<file path="src/rtl/corr_pkg.sv">
`default_nettype none
// ============================================================================
//  Module  : corr_pkg
//  Brief   : Shared constants and state encodings for the correlator sweep
//            scheduler and its result-frame transmitter.
//  Rev     : 1.0  initial release
// ============================================================================
package corr_pkg;

    localparam logic [7:0] FRAME_HDR = 8'hA5;
    localparam int         FRAME_LEN = 5;

    typedef enum logic [2:0] {
        S_IDLE   = 3'd0,
        S_ARM    = 3'd1,
        S_RUN    = 3'd2,
        S_SCAN   = 3'd3,
        S_NEXT   = 3'd4,
        S_REPORT = 3'd5,
        S_DONE   = 3'd6
    } sweep_state_t;

    typedef enum logic [1:0] {
        F_IDLE  = 2'd0,
        F_SEND  = 2'd1,
        F_GUARD = 2'd2,
        F_DRAIN = 2'd3
    } frame_state_t;

endpackage
`default_nettype wire

</file>
<file path="src/rtl/corr_frame_tx.sv">
`default_nettype none
// ============================================================================
//  Module  : corr_frame_tx
//  Brief   : Sends the 5-byte sweep result frame over the UART byte handshake.
//  Rev     : 1.0  initial release
// ============================================================================
module corr_frame_tx
    import corr_pkg::*;
(
    input  logic       clk,
    input  logic       rst,
    input  logic       i_go,
    input  logic [7:0] i_idx,
    input  logic [7:0] i_val,
    input  logic       i_flag,
    input  logic       i_tx_busy,
    output logic [7:0] o_tx_data,
    output logic       o_tx_start,
    output logic       o_fin
);

    frame_state_t r_state;
    frame_state_t w_next;
    logic [2:0]   r_k;
    logic [7:0]   r_tx_data;
    logic [7:0]   w_cur;
    logic [7:0]   w_chk;
    logic         w_last;

    assign w_chk  = i_idx ^ i_val ^ {7'b0, i_flag};
    assign w_last = (r_k == 3'(FRAME_LEN - 1));

    always_comb begin
        w_cur = w_chk;
        case (r_k)
            3'd0:    w_cur = FRAME_HDR;
            3'd1:    w_cur = i_idx;
            3'd2:    w_cur = i_val;
            3'd3:    w_cur = {7'b0, i_flag};
            default: w_cur = w_chk;
        endcase
    end

    always_ff @(posedge clk) begin
        if (rst) r_state <= F_IDLE;
        else     r_state <= w_next;
    end

    // The guard cycle after each strobe ignores tx_busy, which only rises a cycle later.
    always_comb begin
        w_next     = r_state;
        o_tx_start = 1'b0;
        o_fin      = 1'b0;
        case (r_state)
            F_IDLE:  if (i_go) w_next = F_SEND;
            F_SEND:  if (!i_tx_busy) begin
                         o_tx_start = 1'b1;
                         w_next     = F_GUARD;
                     end
            F_GUARD: w_next = w_last ? F_DRAIN : F_SEND;
            F_DRAIN: if (!i_tx_busy) begin
                         o_fin  = 1'b1;
                         w_next = F_IDLE;
                     end
            default: w_next = F_IDLE;
        endcase
    end

    always_ff @(posedge clk) begin
        if (rst) begin
            r_k       <= 3'd0;
            r_tx_data <= 8'd0;
        end else begin
            if (r_state == F_IDLE && i_go)
                r_k <= 3'd0;
            else if (r_state == F_GUARD && !w_last)
                r_k <= r_k + 3'd1;
            if (o_tx_start)
                r_tx_data <= w_cur;
        end
    end

    // Data is live with the strobe and then held until the next one.
    assign o_tx_data = o_tx_start ? w_cur : r_tx_data;

endmodule
`default_nettype wire

</file>
<file path="src/rtl/corr_sweep_sched.sv">
`default_nettype none
// ============================================================================
//  Module  : corr_sweep_sched
//  Brief   : Sweeps code phase over PASSES passes of the lane bank, tracks the
//            best lane result and reports it as a 5-byte UART frame.
//  Rev     : 1.0  initial release
// ============================================================================
module corr_sweep_sched
    import corr_pkg::*;
#(
    parameter int LANES     = 8,
    parameter int RW        = 8,
    parameter int PW        = 16,
    parameter int PASS_STEP = 6144,
    parameter int PASSES    = 8,
    parameter int TIMEOUT   = 1 << 20
) (
    input  logic                clk,
    input  logic                rst,
    input  logic                i_start,
    input  logic [LANES-1:0]    i_lane_rdy,
    input  logic [LANES*RW-1:0] i_lane_result,
    output logic                o_lane_rst,
    output logic [PW-1:0]       o_phase_base,
    output logic [7:0]          o_tx_data,
    output logic                o_tx_start,
    input  logic                i_tx_busy,
    output logic                o_busy,
    output logic                o_done,
    output logic                o_timeout_flag
);

    localparam int LW  = $clog2(LANES);
    localparam int PSW = (PASSES > 1) ? $clog2(PASSES) : 1;
    localparam int TW  = $clog2(TIMEOUT + 1);

    sweep_state_t r_state;
    sweep_state_t w_next;

    logic             r_arm;
    logic [PSW-1:0]   r_pass;
    logic [LW-1:0]    r_lane;
    logic [TW-1:0]    r_tcnt;
    logic [LANES-1:0] r_rdy_seen;
    logic [RW-1:0]    r_cap [LANES];
    logic [RW-1:0]    r_best_val;
    logic [7:0]       r_best_idx;
    logic [PW-1:0]    r_phase;
    logic             r_tflag;

    logic       w_all_rdy;
    logic       w_tmo;
    logic       w_last_lane;
    logic       w_last_pass;
    logic       w_fin;
    logic       w_frame_go;
    logic [7:0] w_val_byte;

    // Lanes that become ready this very cycle count toward the all-ready exit.
    assign w_all_rdy   = &(r_rdy_seen | i_lane_rdy);
    assign w_tmo       = (r_tcnt == TW'(TIMEOUT - 1));
    assign w_last_lane = (r_lane == LW'(LANES - 1));
    assign w_last_pass = (r_pass == PSW'(PASSES - 1));
    assign w_frame_go  = (r_state == S_NEXT) && w_last_pass;

    always_ff @(posedge clk) begin
        if (rst) r_state <= S_IDLE;
        else     r_state <= w_next;
    end

    always_comb begin
        w_next = r_state;
        case (r_state)
            S_IDLE:   if (i_start) w_next = S_ARM;
            S_ARM:    if (r_arm) w_next = S_RUN;
            S_RUN:    if (w_all_rdy || w_tmo) w_next = S_SCAN;
            S_SCAN:   if (w_last_lane) w_next = S_NEXT;
            S_NEXT:   w_next = w_last_pass ? S_REPORT : S_ARM;
            S_REPORT: if (w_fin) w_next = S_DONE;
            S_DONE:   w_next = S_IDLE;
            default:  w_next = S_IDLE;
        endcase
    end

    always_ff @(posedge clk) begin
        if (rst) begin
            r_arm      <= 1'b0;
            r_pass     <= '0;
            r_lane     <= '0;
            r_tcnt     <= '0;
            r_rdy_seen <= '0;
            r_best_val <= '0;
            r_best_idx <= 8'd0;
            r_phase    <= '0;
            r_tflag    <= 1'b0;
            for (int j = 0; j < LANES; j++) r_cap[j] <= '0;
        end else begin
            case (r_state)
                S_IDLE: if (i_start) begin
                    r_arm      <= 1'b0;
                    r_pass     <= '0;
                    r_best_val <= '0;
                    r_best_idx <= 8'd0;
                    r_phase    <= '0;
                    r_tflag    <= 1'b0;
                end
                S_ARM: begin
                    r_arm      <= ~r_arm;
                    r_rdy_seen <= '0;
                    r_tcnt     <= '0;
                    r_lane     <= '0;
                end
                S_RUN: begin
                    r_tcnt <= r_tcnt + TW'(1);
                    for (int j = 0; j < LANES; j++) begin
                        if (i_lane_rdy[j] && !r_rdy_seen[j]) begin
                            r_rdy_seen[j] <= 1'b1;
                            r_cap[j]      <= i_lane_result[j*RW +: RW];
                        end
                    end
                    if (w_tmo && !w_all_rdy) r_tflag <= 1'b1;
                end
                S_SCAN: begin
                    if (r_rdy_seen[r_lane] && (r_cap[r_lane] > r_best_val)) begin
                        r_best_val <= r_cap[r_lane];
                        r_best_idx <= 8'(int'(r_pass) * LANES + int'(r_lane));
                    end
                    r_lane <= r_lane + LW'(1);
                end
                S_NEXT: if (!w_last_pass) begin
                    r_pass  <= r_pass + PSW'(1);
                    r_phase <= r_phase + PW'(PASS_STEP);
                end
                default: ;
            endcase
        end
    end

    generate
        if (RW >= 8) begin : g_val_wide
            assign w_val_byte = r_best_val[RW-1 -: 8];
        end else begin : g_val_narrow
            assign w_val_byte = {{(8-RW){1'b0}}, r_best_val};
        end
    endgenerate

    corr_frame_tx u_frame_tx (
        .clk        (clk),
        .rst        (rst),
        .i_go       (w_frame_go),
        .i_idx      (r_best_idx),
        .i_val      (w_val_byte),
        .i_flag     (r_tflag),
        .i_tx_busy  (i_tx_busy),
        .o_tx_data  (o_tx_data),
        .o_tx_start (o_tx_start),
        .o_fin      (w_fin)
    );

    assign o_lane_rst     = (r_state == S_ARM);
    assign o_busy         = (r_state != S_IDLE);
    assign o_done         = (r_state == S_DONE);
    assign o_phase_base   = r_phase;
    assign o_timeout_flag = r_tflag;

endmodule
`default_nettype wire

</file>
<file path="config.mk">
export PLATFORM = sky130hd
export DESIGN_NAME = corr_sweep_sched
export DESIGN_NICKNAME = d
export VERILOG_FILES = /design/src/rtl/corr_pkg.sv /design/src/rtl/corr_frame_tx.sv /design/src/rtl/corr_sweep_sched.sv
export SDC_FILE = /design/constraint.sdc
export NUM_CORES = 1
export LEC_CHECK = 0
export BUFFER_PORTS_ARGS = -buffer_cell sky130_fd_sc_hd__buf_2
export CORE_UTILIZATION = 30
export DETAILED_ROUTE_END_ITERATION = 6
export MAX_ROUTING_LAYER = met4
export PLACE_DENSITY = 0.53
export SLEW_MARGIN = 20
export SYNTH_ARGS = -nofsm -noshare
export SYNTH_HDL_FRONTEND = slang
export SYNTH_SLANG_ARGS = --single-unit
</file>
<file path="constraint.sdc">
create_clock -name clk -period 3.77 [get_ports clk]
set_input_delay 0.1885 -clock clk [delete_from_list [all_inputs] [get_ports clk]]
set_output_delay 0.1885 -clock clk [all_outputs]
set_load 0.01 [all_outputs]
</file>
Word-level counts from Yosys, hierarchy flattened:

Memories as Yosys holds them, arrays and structs flattened. A register that Yosys moved wholly into a read port is not among the register bits.
Cells that the tools add are included.

* output and inout bits: 29
* register bits: 85
* logic and storage cells: 215
* memories kept: 1
* memory bits (writable): 64
* bits of input ports: 76

Memories
* r_cap: words 8, width 8, rd ports 1, clocked after memory_dff 1, write ports 8, line corr_sweep_sched.sv:45 `logic [RW-1:0] r_cap [LANES];`

* eq/ne operators: 35
* $lt $le $gt $ge: 2
* add/sub/neg operators: 6
* multiplexer cells: 89
* bitwise gates (word level): 12
* reductions and logical operators: 50

Operator list (count)
* 2-to-1 mux 8 bit: 12
* 2-to-1 mux 1 bit: 48
* case mux 8 bit (2 select lines): 3
* case mux 21 bit (2 select lines): 1
* 2-to-1 mux 16 bit: 2
* != test 2 bit (second input constant): 16
* case mux 16 bit (2 select lines): 1
* case mux 8 bit (4 select lines): 1
* 2-to-1 mux 3 bit: 10
* adder 21 x 1 -> 21 bit (second input constant): 1
* == test 21 x 20 -> 1 bit (second input constant): 1
* == test 3 bit (second input constant): 6
* case mux 3 bit (6 select lines): 1
* AND reduction 2 bit: 9
* adder 16 x 13 -> 16 bit (second input constant): 1
* logical AND 1 bit: 13
* == test 3 x 2 -> 1 bit (second input constant): 4
* case mux 3 bit (2 select lines): 2
* AND reduction 3 bit: 4
* nonzero test 2 bit: 6
* logical NOT 1 bit: 10
* adder 3 x 1 -> 3 bit (second input constant): 3
* > comparator 8 bit: 1
* 2-to-1 mux 2 bit: 4
* 21 further kinds: 34

Logic depth before layout (Yosys ltp):

Gate-level depths: netlist (run 1).

* depth in word-level cells: 7
* gate-level depth with buffers: 11
* mapped depth without buffers: 8

Hierarchy:

Synthesis (run 1) repeated with hierarchy kept, for this count alone.

* cells, all modules: 717
* area total of the unflattened synthesis: 7350.8 um^2

Modules (own cells, without submodules)
* corr_sweep_sched: area each 6334.8 um^2, seq. area each 3163.0 um^2, cells an instance 606, times used 1
* corr_frame_tx: area each 1016.0 um^2, seq. area each 260.2 um^2, cells an instance 111, times used 1

Least setup slack after synthesis (run 1):

OpenSTA, ideal clock, no wires.

* path type: reg2reg
* from: reg (tool-made name)
* to: reg r_best_val[3]
* clock period less this slack: 2.845 ns
* cell stages (with the launch flop): 12
* data required time: 3.636 ns
* buffers on the path: 3
* library setup time: 0.134 ns
* path slack: 0.925 ns
* arrival: 2.711 ns
* cells stage by stage: dfxtp_1 buf_4 buf_4 mux4_2 mux2_2 ha_1 a21oi_1 o211ai_2 nand2b_1 clkbuf_1 a211o_1 o211ai_1

RTL lines
* end signal: assignment: line corr_sweep_sched.sv:125 `r_best_val <= r_cap[r_lane];`
* end: declaration: line corr_sweep_sched.sv:46 `logic [RW-1:0] r_best_val;`

==> results of run 1 <==
## power groups by stage
stage                     logic (uW)  registers, uW  clock network (uW)
after global placement           551           1770                   0
after floorplan                  413           1730                   0
final                            544           1740                1690
after detailed placement         552           1770                   0
after global routing             605           1750                1790
after CTS                        554           1740                1730
## logic make-up (layout without fill, tap and decap cells)
family | count (synthesis) | after routing | share of synthesized area [%]
flops | 139 | 139 | 47.7
fa+ha+maj | 19 | 19 | 3.31
other cells | 1 | 11 | 0.0522
xor+xnor | 9 | 9 | 1.10
buf+inv | 82 | 171 | 5.23
simple gates | 280 | 280 | 21.6
mux | 35 | 35 | 8.10
compound gates | 132 | 132 | 13.0
## final cells by class
| cell class | instances | area, um2 |
|---|---|---|
| fill | 2341 | 14900 |
| sequential | 139 | 3420 |
| multi-input combinational | 486 | 3420 |
| timing repair buffer | 105 | 556 |
| clock buffer | 17 | 425 |
| tap | 319 | 399 |
| clock inverter | 15 | 175 |
| inverter | 34 | 128 |
## cells in the final DEF, fill, tap and decap left out, types with 8 or more instances in the layout
| cell type | n |
|---|---|
| edfxtp_1 | 64 |
| or3_1 | 8 |
| nand2_1 | 47 |
| nor2_1 | 49 |
| nor3_1 | 8 |
| nand2b_1 | 8 |
| inv_8 | 9 |
| inv_1 | 34 |
| mux2_2 | 15 |
| a211o_1 | 9 |
| dfxtp_1 | 75 |
| nor2b_1 | 39 |
| o211ai_1 | 23 |
| nand4_1 | 8 |
| clkbuf_16 | 17 |
| buf_2 | 93 |
| ha_1 | 19 |
| conb_1 | 11 |
| mux4_2 | 17 |
| nand3_1 | 31 |
| a21oi_1 | 36 |
| xnor2_1 | 8 |
| and2_1 | 50 |
| buf_4 | 12 |
| o21ai_0 | 8 |
## registers in the layout, summed over array words and instances (netlist names), 3 cells and up, named ones only
register / flops
o_phase_base: 5
r_best_idx: 6
r_best_val: 8
r_cap: 64
r_lane: 3
r_pass: 3
r_rdy_seen: 8
r_state: 3
r_tcnt: 21
u_frame_tx.r_k: 3
u_frame_tx.r_tx_data: 8
## critical path: stages (launching register included)
cell      delay [ps]
dfxtp_1          310
buf_4            300
mux4_2           560
mux2_2           310
ha_1             300
a21oi_1           80
o211ai_2         320
nand2b_1         520
a211o_1          420
o211ai_1          80
## worst max-delay path by stage
stage,to,slack [ps],depth (start not counted)
floorplan,r_best_val[3],930,11
global placement,r_best_val[3],530,9
detailed placement,r_best_val[0],510,9
CTS,r_best_val[6],480,9
global route,r_best_val[4],200,9
finish,r_best_val[6],480,9
## routing by layer
metal | GRT usage [%] | wire, um | vias to the layer above
li1 | - | - | 2685
met1 | 19.9 | 8310 | 2529
met2 | 22.1 | 7790 | 111
met3 | 2.69 | 568 | 19
met4 | 5.70 | 311 | 0
met5 | - | 0 | -
## per-stage QoR
| stage | power (uW) | setup WS, ps | cell area, um2 | hold slack (ps) | util, % |
|---|---|---|---|---|---|
| CTS | 4020 | 483 | 8530 | 4.76 | 36.3 |
| detailed placement | 2320 | 513 | 7930 | 467 | 33.8 |
| global route | 4140 | 204 | 8530 | 12.8 | 36.3 |
| global placement | 2330 | 532 | 7930 | 465 | 33.8 |
| finish | 3970 | 481 | 8530 | 20.8 | 36.3 |
| floorplan | 2140 | 925 | 7220 | 373 | - |
==> flow_summary.yaml, run 1 <==
status:
  status: "finished, final reports clean"
synth:
  synth_edf_count: 64
  ys.flop_type: "dfxtp_1"
  synth_most_common_cell: "dfxtp_1"
  synth_area_per_cell_um2: 10.3
  syn_inst: 697
  synthTopCellsByCount: "dfxtp_1, edfxtp_1, and2_1"
  yosysWarnings: 0
  synth_seq_cells: 139
  seq_area_frac_synth_pct: 47.7
  synth.largest_area_cell: "edfxtp_1"
  synth_top_area_share_pct: 26.8
  synth_cell_types: 65
  async_flop_share_pct: 0
  netlist_area_mm2: 0.00718
  synthTopCellsByArea: "edfxtp_1, dfxtp_1, mux4_2"
setup_path:
  required_ps: 4110
  path_class: "reg2reg"
  endpoint_kind: "register"
  reg2reg_slack_ps: 480
  r2r-end: "r_best_val[6]"
  crit_fanout: 22
  rr_worst_depth: 9
  cp.arrival_ps: 3630
  start_kind: "register"
clock_network:
  post_cts_buffers: 0
  clkTransAtPathRegs_ps: 80
  cts.repair.resized: 0
  cts_inserted_buffers: 17
  hold_buffers: 0
  cts_buffer_depth: 2
  cts_tree: "yes"
  clock_sinks: 139
  root_buffer: "clkbuf_16"
  clkLatencyLatePin_ps: 440
  h-tree-depth: 4
place:
  io_buffers: 93
  place_inst: 1083
  place_hpwl_mm: 12.3
  globalplace.congestion: 0.799
layout:
  final_nets: 878
  area_delta_synth_final_pct: 18.7
  drive_gt1_share_pct: 23.7
  diodes: 0
  final_cells: 1115
detailed_routing:
  wl_per_cell_um: 15.2
  drt_iter0_drc: 378
  routed_wl_mm: 17.0
  antenna_left: 0
  vias: 5344
  via_per_inst: 4.79
  dr.pass1.iters: 4
  drc: 0
floorplan:
  ios: 105
  die_y_um: 157
  initial_core_util_pct: 30.6
  num_rows: 56
  coreArea_mm2: 0.0235
  die_w_um: 157
  dieArea_mm2: 0.0246
power_and_ir_drop:
  power.switching_uw: 1190
  clkPwrFrac_pct: 42.5
  power.density_mw_per_mm2: 465
  vdd_drop_max_mv: 0.230
  p_leak_uw: 0.00318
  swShare_pct: 30.0
  cell_internal_pwr_uw: 2780
  combPwrFrac_pct: 13.7
  pwr-share-seq_pct: 43.8
global_routing:
  antenna_found_initial: 0
  grt_max_degree: 58
  grt_pass1_vias: 5013
  grt_pass1_wl_mm: 26.9
  grt_overflow: 0
  grt_usage_pct: 14.8
sta:
  finalHoldViolCount: 0
  rsz0062_at_grt: "false"
  fin_crit_sh_pct: 87.2
  finalSetupViolations: 0
  tightest_slew_ps: 1030
  fin_tns_setup_ps: 0
  slew_viol_final: 0
  fin_skew_ps: 19.0
  fmax_mhz: 304
  min_period_ps: 3290
  relSlewSlack_pct: 31.3
worst_hold_path:
  hold_path.class: "in2reg"
  worst_hold_path.endpoint: "r_cap[2][1]"
  min_from: "i_lane_result[17]"
  holdPathStages: 2
flow_run:
  maxCapViolations: 0
Note: power is estimated with default switching activity, not from simulation.
==> run 2, diff against run 1 <==
Settings changed: CELL_PAD_IN_SITES_DETAIL_PLACEMENT from default to 0, CELL_PAD_IN_SITES_GLOBAL_PLACEMENT from default to 2, CORE_UTILIZATION 30 to 37, PLACE_DENSITY 0.53 to 0.86.
==> run 2 against run 1 <==
Against the previous run:
- die area decreased by 19%
- fmax decreased by 1.1%
- sequential cell count unchanged
- critical path depth unchanged
- largest power group unchanged
==> flow_summary.yaml, run 2 (same netlist as run 1, synthesis figures left out) <==
status:
  status: "finished, final reports clean"
global_routing:
  grt_pass1_wl_mm: 27.3
  antenna_found_initial: 0
  grt_usage_pct: 18.4
  grt_overflow: 0
  grt_max_degree: 40
  grt_pass1_vias: 5235
setup_path:
  required_ps: 4110
  cp_num_buf_inv: 1
  cp.arrival_ps: 3670
  cp_slowest_cell: "mux4_2"
  cp_cell_sequence: "buf_4 > mux4_2 > mux2_2 > ha_1 > nand2_1 > o211ai_2 > nand2b_1 > a211o_1 > o211ai_1"
  slowest_delay_ps: 560
  path_class: "reg2reg"
  endpoint_kind: "register"
  start_kind: "register"
  critPathTopFamily: "multiplexers"
  crit_fanout: 22
power_and_ir_drop:
  p_leak_uw: 0.00317
  vdd_drop_max_mv: 0.275
  power.density_mw_per_mm2: 471
clock_network:
  h-tree-depth: 4
  clkTransAtPathRegs_ps: 70
  clkLatencyLatePin_ps: 430
  post_cts_buffers: 0
  cts_tree: "yes"
  clock_sinks: 139
  cts_inserted_buffers: 17
  cts_buffer_depth: 2
  cts.repair.resized: 0
  hold_buffers: 0
  root_buffer: "clkbuf_16"
sta:
  relSlewSlack_pct: 42.6
  slew_viol_final: 0
  fin_crit_sh_pct: 88.2
  tightest_slew_ps: 858
  rsz0062_at_grt: "false"
  fin_tns_setup_ps: 0
  fin_skew_ps: 8.90
  finalSetupViolations: 0
  fmax_mhz: 301
  finalHoldViolCount: 0
  min_period_ps: 3320
  final.hold.worst_slack_ps: 24.1
detailed_routing:
  wl_per_cell_um: 16.3
  vias: 5517
  drc: 0
  drt_iter0_drc: 448
  dr.pass1.iters: 5
  via_per_inst: 5.24
  antenna_left: 0
  routed_wl_mm: 17.1
flow_run:
  maxCapViolations: 0
layout:
  drive_gt1_share_pct: 23.5
  largest_reg_flops: 64
  layout_commonest_cell: "buf_2"
  area_delta_synth_final_pct: 17.5
  final_cells: 1053
  final_nets: 875
  utilization_pct: 44.7
  diodes: 0
  regMostFlops: "r_cap"
  reg_top3: "r_cap: 64 flops, r_tcnt: 21 flops"
  final_cell_mix: "buf_2, dfxtp_1, edfxtp_1, and2_1, nor2_1"
floorplan:
  num_rows: 50
  ios: 105
  dieArea_mm2: 0.0200
  initial_core_util_pct: 38.0
  coreArea_mm2: 0.0189
  die_y_um: 141
  die_w_um: 141
place:
  io_buffers: 93
  place_hpwl_mm: 12.5
  globalplace.congestion: 0.789
  place_inst: 1021
worst_hold_path:
  hold_path.class: "in2reg"
  min_from: "i_lane_result[12]"
==> run 2: changes by cell type in the layout (fill, tap and decap cells not counted), sizes merged <==
cell      delta
clkinvlp     -1
buf          -3
inv          -3
clkinv       +4
==> run 2: power by group <==
group / total [uW] / switching [uW] / leakage, uW / internal [uW]
Combinational: 523 / 324 / 0.00160 / 199
Sequential: 1750 / 80.2 / 0.00127 / 1670
Clock: 1700 / 796 / 0.000299 / 903
Total: 3980 / 1200 / 0.00317 / 2780
==> run 2: per-layer routing <==
layer | track usage (%) | wire, um | up-vias
met1 | 23.5 | 7730 | 2660
li1 | - | - | 2673
met4 | 6.69 | 265 | 0
met5 | - | 0 | -
met3 | 3.85 | 898 | 20
met2 | 28.8 | 8240 | 164
==> run 2: area by class of cell <==
cell class                 instances  area [um2]
inverter                          34         128
timing repair buffer             102         533
tap                              260         325
sequential                       139        3420
fill                            1820       10500
clock buffer                      17         425
clock inverter                    15         186
multi-input combinational        486        3420
==> run 2: path summary, 6_finish.rpt <==
path | slack (ps) | to | cells after the start
setup / recovery | 450 | r_best_val[6] | 9
hold / removal | 20 | r_cap[1][4] | 2
hold reg to reg | 480 | r_pass[2] | 2
setup reg to reg | 450 | r_best_val[6] | 9
==> run 2: worst reg2reg max path, cell delays in order, from the launching register on <==
cell and delay [ps]:
dfxtp_1 310, buf_4 310, mux4_2 560, mux2_2 300
ha_1 310, nand2_1 80, o211ai_2 330, nand2b_1 520
a211o_1 430, o211ai_1 90
==> run 2: stage by stage <==
| step | instance area [um2] | setup WS (ps) | power (uW) |
|---|---|---|---|
| final | 8440 | 446 | 3980 |
| after global routing | 8440 | 263 | 4140 |
| after CTS | 8440 | 446 | 4010 |
| after detailed placement | 7830 | 484 | 2310 |
| after global placement | 7830 | 620 | 2290 |
| after floorplan | 7220 | 925 | 2140 |
